<file path="src/rtl/ds_es_pipe_reg_pkg.sv">
`default_nettype none
// ============================================================================
// Module      : ds_es_pipe_reg_pkg
// Description : Decode->execute bundle width and field positions, shared by
//               decode, the ID/EX register and ex.
// Revision    : 1.0 - initial release
// ============================================================================
package ds_es_pipe_reg_pkg;

    // Width of the decode->execute bundle
    // {MemWrite,MemRead,RegWrite,MemtoReg[3:0],Mem_mode[2:0],Mem_read_us,
    //  OpControl[10:0],data1[31:0],data2[31:0],rd[4:0]}
    localparam int c_id_data         = 91;

    // Field positions inside the bundle
    localparam int c_id_rd_lsb       = 0;
    localparam int c_id_rd_w         = 5;
    localparam int c_id_memread_bit  = 89;
    localparam int c_id_memwrite_bit = 90;

    // Register index type
    typedef logic [c_id_rd_w-1:0] reg_idx_t;

endpackage : ds_es_pipe_reg_pkg
`default_nettype wire

</file>
<file path="src/rtl/ds_es_pipe_reg_hazard_load_use.sv">
`default_nettype none
// ============================================================================
// Module      : hazard_load_use
// Description : Combinational load-use compare between a held load and the
//               source registers of the instruction behind it.
// Revision    : 1.0 - initial release
// ============================================================================
module hazard_load_use
    import ds_es_pipe_reg_pkg::*;
(
    input  logic     held_valid,
    input  logic     held_memread,
    input  reg_idx_t held_rd,
    input  reg_idx_t src_rs1,
    input  reg_idx_t src_rs2,
    input  logic     src_rs1_used,
    input  logic     src_rs2_used,
    output logic     load_use
);

    logic w_rs1_hit;
    logic w_rs2_hit;
    logic w_rd_live;

    // x0 is hardwired zero, so a load into it can never create a dependency
    assign w_rd_live = (held_rd != '0);
    assign w_rs1_hit = src_rs1_used && (src_rs1 == held_rd);
    assign w_rs2_hit = src_rs2_used && (src_rs2 == held_rd);

    assign load_use  = held_valid && held_memread && w_rd_live && (w_rs1_hit || w_rs2_hit);

endmodule : hazard_load_use
`default_nettype wire

</file>
<file path="src/rtl/ds_es_pipe_reg.sv">
`default_nettype none
// ============================================================================
// Module      : ds_es_pipe_reg
// Description : Decode->execute pipeline register with valid/allowin
//               handshake, load-use bubble insertion, flush and a saturating
//               bubble counter for debug.
// Revision    : 1.0 - initial release
// ============================================================================
module ds_es_pipe_reg
    import ds_es_pipe_reg_pkg::*;
#(
    parameter int DATA_W = c_id_data,
    parameter int CNT_W  = 16
) (
    input  logic              clk,
    input  logic              resetn,
    input  logic              ds_to_es_valid,
    input  logic [DATA_W-1:0] ds_data,
    input  logic [4:0]        ds_rs1,
    input  logic [4:0]        ds_rs2,
    input  logic              ds_rs1_used,
    input  logic              ds_rs2_used,
    output logic              es_allowin,
    output logic              ds_stall,
    input  logic              ms_allowin,
    input  logic              flush,
    output logic              es_valid,
    output logic [DATA_W-1:0] ds_ex_reg_data,
    output logic [CNT_W-1:0]  stall_cnt
);

    localparam logic [CNT_W-1:0] c_cnt_max = {CNT_W{1'b1}};

    logic              r_valid;
    logic [DATA_W-1:0] r_data;
    logic [CNT_W-1:0]  r_stall_cnt;

    logic              w_load_use;
    logic              w_accept;
    logic              w_bubble;
    reg_idx_t          w_es_rd;
    logic              w_es_memread;

    // Fields of the held instruction used by the hazard compare
    assign w_es_rd      = r_data[c_id_rd_lsb +: c_id_rd_w];
    assign w_es_memread = r_data[c_id_memread_bit];

    hazard_load_use u_hazard_load_use (
        .held_valid   (r_valid),
        .held_memread (w_es_memread),
        .held_rd      (w_es_rd),
        .src_rs1      (ds_rs1),
        .src_rs2      (ds_rs2),
        .src_rs1_used (ds_rs1_used),
        .src_rs2_used (ds_rs2_used),
        .load_use     (w_load_use)
    );

    // ex completes in one cycle, so space frees whenever MEM takes the held op
    assign es_allowin = !r_valid || ms_allowin;
    assign ds_stall   = w_load_use;
    assign w_accept   = ds_to_es_valid && es_allowin && !w_load_use && !flush;
    assign w_bubble   = ds_to_es_valid && es_allowin && w_load_use && !flush;

    // Valid bit: flush kills, otherwise advance on allowin, else hold
    always_ff @(posedge clk or negedge resetn) begin
        if (!resetn) begin
            r_valid <= 1'b0;
        end else if (flush) begin
            r_valid <= 1'b0;
        end else if (es_allowin) begin
            r_valid <= w_accept;
        end
    end

    // Payload only loads on accept; bubbles and flushes leave it untouched
    always_ff @(posedge clk or negedge resetn) begin
        if (!resetn) begin
            r_data <= '0;
        end else if (w_accept) begin
            r_data <= ds_data;
        end
    end

    // Saturating count of inserted load-use bubbles
    always_ff @(posedge clk or negedge resetn) begin
        if (!resetn) begin
            r_stall_cnt <= '0;
        end else if (w_bubble && (r_stall_cnt != c_cnt_max)) begin
            r_stall_cnt <= r_stall_cnt + 1'b1;
        end
    end

    assign es_valid       = r_valid;
    assign ds_ex_reg_data = r_data;
    assign stall_cnt      = r_stall_cnt;

endmodule : ds_es_pipe_reg
`default_nettype wire
</file>
<file path="config.mk">
export PLATFORM = sky130hd
export DESIGN_NAME = ds_es_pipe_reg
export DESIGN_NICKNAME = d
export VERILOG_FILES = /design/src/rtl/ds_es_pipe_reg_pkg.sv /design/src/rtl/ds_es_pipe_reg_hazard_load_use.sv /design/src/rtl/ds_es_pipe_reg.sv
export SDC_FILE = /design/constraint.sdc
export NUM_CORES = 1
export LEC_CHECK = 0
export ABC_CLOCK_PERIOD_IN_PS = 2300
export CAP_MARGIN = 0
export CORE_AREA = 2 2 113 115
export DETAILED_ROUTE_END_ITERATION = 8
export DIE_AREA = 0 0 115 117
export PLACE_DENSITY_LB_ADDON = 0.12
export SYNTH_ARGS = -nofsm -noshare
export SYNTH_HDL_FRONTEND = slang
export SYNTH_SLANG_ARGS = --single-unit
</file>
<file path="constraint.sdc">
create_clock -name clk -period 2.3 [get_ports clk]
set_input_delay 0.345 -clock clk [delete_from_list [all_inputs] [get_ports clk]]
set_output_delay 0.345 -clock clk [all_outputs]
set_load 0.02 [all_outputs]
</file>
== After elaboration in Yosys (flattened, before gate mapping) ==
Index checks and enable logic that the tools add are counted.
W data, S select, Z words.
Word-level totals
  register bits after elaboration: 108
  input port bits: 108
  output and inout port bits: 110
Operators by class
  $add $sub $neg: 1
  equal/unequal tests: 3
  muxes and demuxes: 2
  reductions and logical operators: 18
Operators with widths (number)
  $add A16 B1 Y16 const B: 1
  $ne A16 B16 Y1 const B: 1
  $logic_and A1 B1 Y1: 11
  $eq A5 B5 Y1: 2
  $reduce_bool A5 Y1: 1
  $logic_not A1 Y1: 3
  $logic_or A1 B1 Y1: 2
  $mux W1: 2
  $reduce_bool A2 Y1: 1

== Longest topological paths before layout ==
  word-level depth: 9
  depth in mapped cells: 6

== Hierarchy ==
From an unflattened synthesis, not the netlist that was laid out.
Second synthesis, totals
  cells, all modules: 296
  area, all modules: 4377.9 sq um
Modules (own cells, without submodules)
  ds_es_pipe_reg: instances 1, cells an instance 279, area an instance 4242.8 sq um, sequential area each 2702.6 sq um
  hazard_load_use: instances 1, cells an instance 17, area an instance 135.1 sq um, sequential area each 0.0 sq um

== Worst setup path before layout ==
Ideal clock, no wire load.
  path kind: register -> register
  from: register r_data[1], in the netlist ds_ex_reg_data[1]
  to: register r_data[77], in the netlist ds_ex_reg_data[77]
  library setup time: 0.125 ns
  arrival time: 2.118 ns
  setup slack: 0.057 ns
  cell stages (with the launch flop): 7
  path buffers: 2
  period minus slack after synthesis: 2.243 ns
  cell sequence: dfrtp_1 or3_1 o311a_1 buf_2 a21oi_2 buf_2 mux2_2
On the way
  cells in the longest elaborated chain, start to end: 7
  elaborated cells between the ends (all ways): 11
  classes of those cells: eq/ne (2); reduce/logical (9)
Ends and longest elaborated chain
  start: declaration: RTL line ds_es_pipe_reg.sv:35  | logic [DATA_W-1:0] r_data;
  start signal: assignment: RTL line ds_es_pipe_reg.sv:81  | r_data <= ds_data;
  $eq A5 B5 Y1, on equally long branches: RTL line ds_es_pipe_reg_hazard_load_use.sv:27, ds_es_pipe_reg_hazard_load_use.sv:28
  $logic_and A1 B1 Y1, on equally long branches: RTL line ds_es_pipe_reg_hazard_load_use.sv:27, ds_es_pipe_reg_hazard_load_use.sv:28
  $logic_or A1 B1 Y1: RTL line ds_es_pipe_reg_hazard_load_use.sv:30  | assign load_use = held_valid && held_memread && w_rd_live && (w_rs1_hit || w_rs2_hit);
  $logic_and A1 B1 Y1 *: RTL line ds_es_pipe_reg_hazard_load_use.sv:30
  $logic_not A1 Y1 *: RTL line ds_es_pipe_reg.sv:62  | assign w_accept = ds_to_es_valid && es_allowin && !w_load_use && !flush;
  $logic_and A1 B1 Y1 * (2 in a row): RTL line ds_es_pipe_reg.sv:62
Every way passes the cells marked *; elsewhere a longest branch is shown, timed or not.
A chain may end at the register's enable or synchronous reset.

== Final worst setup path ==
  from: register r_data[0], in the netlist ds_ex_reg_data[0]
  to: register r_data[38], in the netlist ds_ex_reg_data[38]
The elaborated chain is that of the path after synthesis.

==> results.toml <==
[worst_setup_path]
worst_path_max_delay_cell = "dfrtp_1"
crit_top_cell = "buf_4"
worstPathArrival_ps = 2380
critPathKind = "flop to flop"
critical_path_peak_fanout = 16
required_ps = 2530
endpoint_kind = "flop"
cpPeakStageDelay_ps = 370
cp_cell_sequence = "buf_4, xnor2_1, nand4_1, o22ai_1, buf_4, a21oi_4, buf_4, buf_12, mux2_2"
r2r_setup_slack_ps = 150
crit_start = "ds_ex_reg_data[0]"
rr_worst_depth = 9
endpoint = "ds_ex_reg_data[38]"
timing.rr.start = "ds_ex_reg_data[0]"
r2r-end = "ds_ex_reg_data[38]"
start_kind = "flop"

[clock_network]
cts.sinks = 108
h-tree-depth = 3
cts_buffers = 9
clk_pin_slew_worst_paths_ps = 70
insertion_delay_ps = 350
clk_path_buf_depth = 2
root_buffer = "clkbuf_16"
post_cts_buffers = 0
cts_tree = "built"

[timing]
hold_viol_final = 0
fmax_mhz = 465
final.setup.tns_ps = 0
setup_viol = 0
setup_ws_ps = 147
min_period_over_period_pct = 93.6
rsz0062_at_grt = "no"
tightest_slew_ps = 372
min_period_ps = 2150
maxSlewViolCount = 0
maxSlewHeadroom_pct = 74.6
finalClockSkew_ps = 6.78

[power]
power_switching_share_pct = 28.0
p_int_mw = 3.98
ir_drop_mv = 0.448
cellLeakagePower_nw = 2.91
seqPwrFrac_pct = 42.2
power_frac_comb_pct = 29.8
powerDensity_mw_per_mm2 = 776
power_frac_clock_pct = 28.0
p_switching_mw = 1.55

[route]
highest_layer = "met4"
drc = 0
drt-pass1-iter-count = 4
routedWlPerCell_um = 16.3
dr.first_iter.drc_count = 91
route.met3.wl_um = 1130
via_count = 3230
viasPerCell = 4.75
wl_met2_um = 5360
detail_route.wirelength_um = 11100
wl_met1_um = 4330
drt.antenna.violating_nets = 0

[finish]
fill_cells = 1037
antenna_cells = 0
utilization_pct = 57.9
final_design_area_no_fill_mm2 = 0.00713
layout-area-overhead-vs-synth_pct = 64.0
layout-drive-gt1-share_pct = 22.3
layout.nets = 634

[global_route]
grt_pass1_wl_um = 17100
grt_overflow = 0
antenna_found_initial = 0
grt_max_degree = 63
grt_pass1_vias = 3342
grt_usage_pct = 16.7

[placement]
dpl.hpwl_um = 8350
gp_congestion = 0.771
preCtsSetupSlack_ps = -164
placed_area_mm2 = 0.00682
portBuffers = 217

[flow_run]
maxCapViolations = 0

[floorplan]
fp.dieH_um = 117
dieArea_mm2 = 0.0135
initial_core_util_pct = 35.3
ios = 218
fp-row-count = 41
die_w_um = 115
core_area_mm2 = 0.0123

[synthesis]
seq_area_frac_synth_pct = 62.1
synthesis.area_mm2 = 0.00435
synth_compound_area_share_pct = 1.32
avgSynthCellArea_um2 = 14.8
synth-simple-area-share_pct = 5.81
synth_xor_area_share_pct = 5.03
synth_top_family_by_area = "multiplexers"
synth-warning-count = 0
synth_nets = 402
synthDistinctLibCells = 26
synth_mux_area_share_pct = 23.6
ys.flop_type = "dfrtp_1"
synth_seq_cells = 108
synthAdderAreaFrac_pct = 0.288
synth-edff-count = 0
syn_inst = 293
ys_async_sr_fraction_pct = 100

[worst_hold_path]
hold_path.class = "input port to async pin"

[run_status]
status = "complete, no violations"
worst min-delay path by stage:
stage	end	start	slack, ps
final	ds_ex_reg_data[6]	resetn	450
after global routing	ds_ex_reg_data[6]	resetn	490
after CTS	ds_ex_reg_data[10]	resetn	450
after detailed placement	ds_ex_reg_data[10]	resetn	280
after global placement	ds_ex_reg_data[6]	resetn	280
after floorplan	ds_ex_reg_data[0]	resetn	50
repair_timing:
| item | CTS | global route |
|---|---|---|
| endpoints found under the hold margin | 25 | 0 |
| resized for setup | 3 | 1 |
| pin swaps | 0 | 0 |
| hold buffers | 1 | 0 |
| cloned | 0 | 0 |
| setup endpoints to repair | 1 | 1 |
registers in the layout (all words and copies together) (netlist names):
register	flops
es_valid	1
stall_cnt	16
ds_ex_reg_data	91
routing by layer:
metal | up-vias | GRT usage, %
li1 | 1506 | -
met1 | 1571 | 19.2
met2 | 136 | 27.2
met3 | 17 | 6.90
met4 | 0 | 7.87
met5 | - | 0
power groups by stage:
stage          clock network [mW]  logic, mW  registers (mW)
2_1_floorplan                   0      0.366            2.73
5_1_grt                      1.68       1.75            2.37
3_3_place_gp                    0       1.65            2.36
3_5_place_dp                    0       1.67            2.37
6_report                     1.55       1.65            2.34
4_1_cts                      1.61       1.68            2.34
kinds of logic (layout without fill, tap and decap cells):
kind of cell / after synthesis / in the layout
AO/OA/AOI/OAI: 7 / 7
adder cells (fa/ha/maj): 1 / 1
AND/OR/NAND/NOR: 44 / 44
buffers and inverters: 17 / 254
flip-flops: 108 / 108
XOR/XNOR: 25 / 25
multiplexers: 91 / 91
Yosys cell counts, types with 3 or more instances:
cell	instances	share of area, %
buf_2	10	1.2
nand3_1	4	0.46
and3_1	7	1.0
nand2b_1	3	0.43
inv_1	3	0.26
nor2_1	4	0.35
mux2_2	83	21
xnor2_1	25	5.0
mux2_1	8	2.1
dfrtp_1	108	62
nand4_1	16	2.3
nand2_1	4	0.35
worst max-delay path, delay by kind of cell (launching register included):
family | cells | cell delay [ps]
AO/OA/AOI/OAI | 2 | 350
XOR/XNOR | 1 | 180
buffers and inverters | 4 | 730
flip-flops | 1 | 370
multiplexers | 1 | 270
AND/OR/NAND/NOR | 1 | 140
placed cells by master (no fill, tap or decap), types with 4 or more instances in the layout:
master and n:
xnor2_1 25, buf_12 4, nand2_1 4, and3_1 7, nand3_1 4, mux2_2 83, buf_4 14, clkbuf_16 9
nand4_1 16, dfrtp_1 108, mux2_1 8, clkdlybuf4s50_1 215, nor2_1 4
final cells by class:
class | instances | area (µm²) | share of cell area, %
Clock buffer | 12 | 246 | 3.45
Clock inverter | 4 | 48.8 | 0.684
Inverter | 3 | 11.3 | 0.158
Multi-Input combinational cell | 168 | 1590 | 22.2
Sequential cell | 108 | 2700 | 37.9
Tap cell | 150 | 188 | 2.63
Timing Repair Buffer | 235 | 2350 | 33.0
stage by stage:
stage	cells	power [mW]	hold WS [ps]
2_1_floorplan	293	3.09	49.4
3_3_place_gp	663	4.01	282
3_5_place_dp	663	4.04	284
4_1_cts	680	5.62	446
5_1_grt	680	5.80	491
6_report	680	5.53	449
Note: power is estimated with default switching activity, not from simulation.
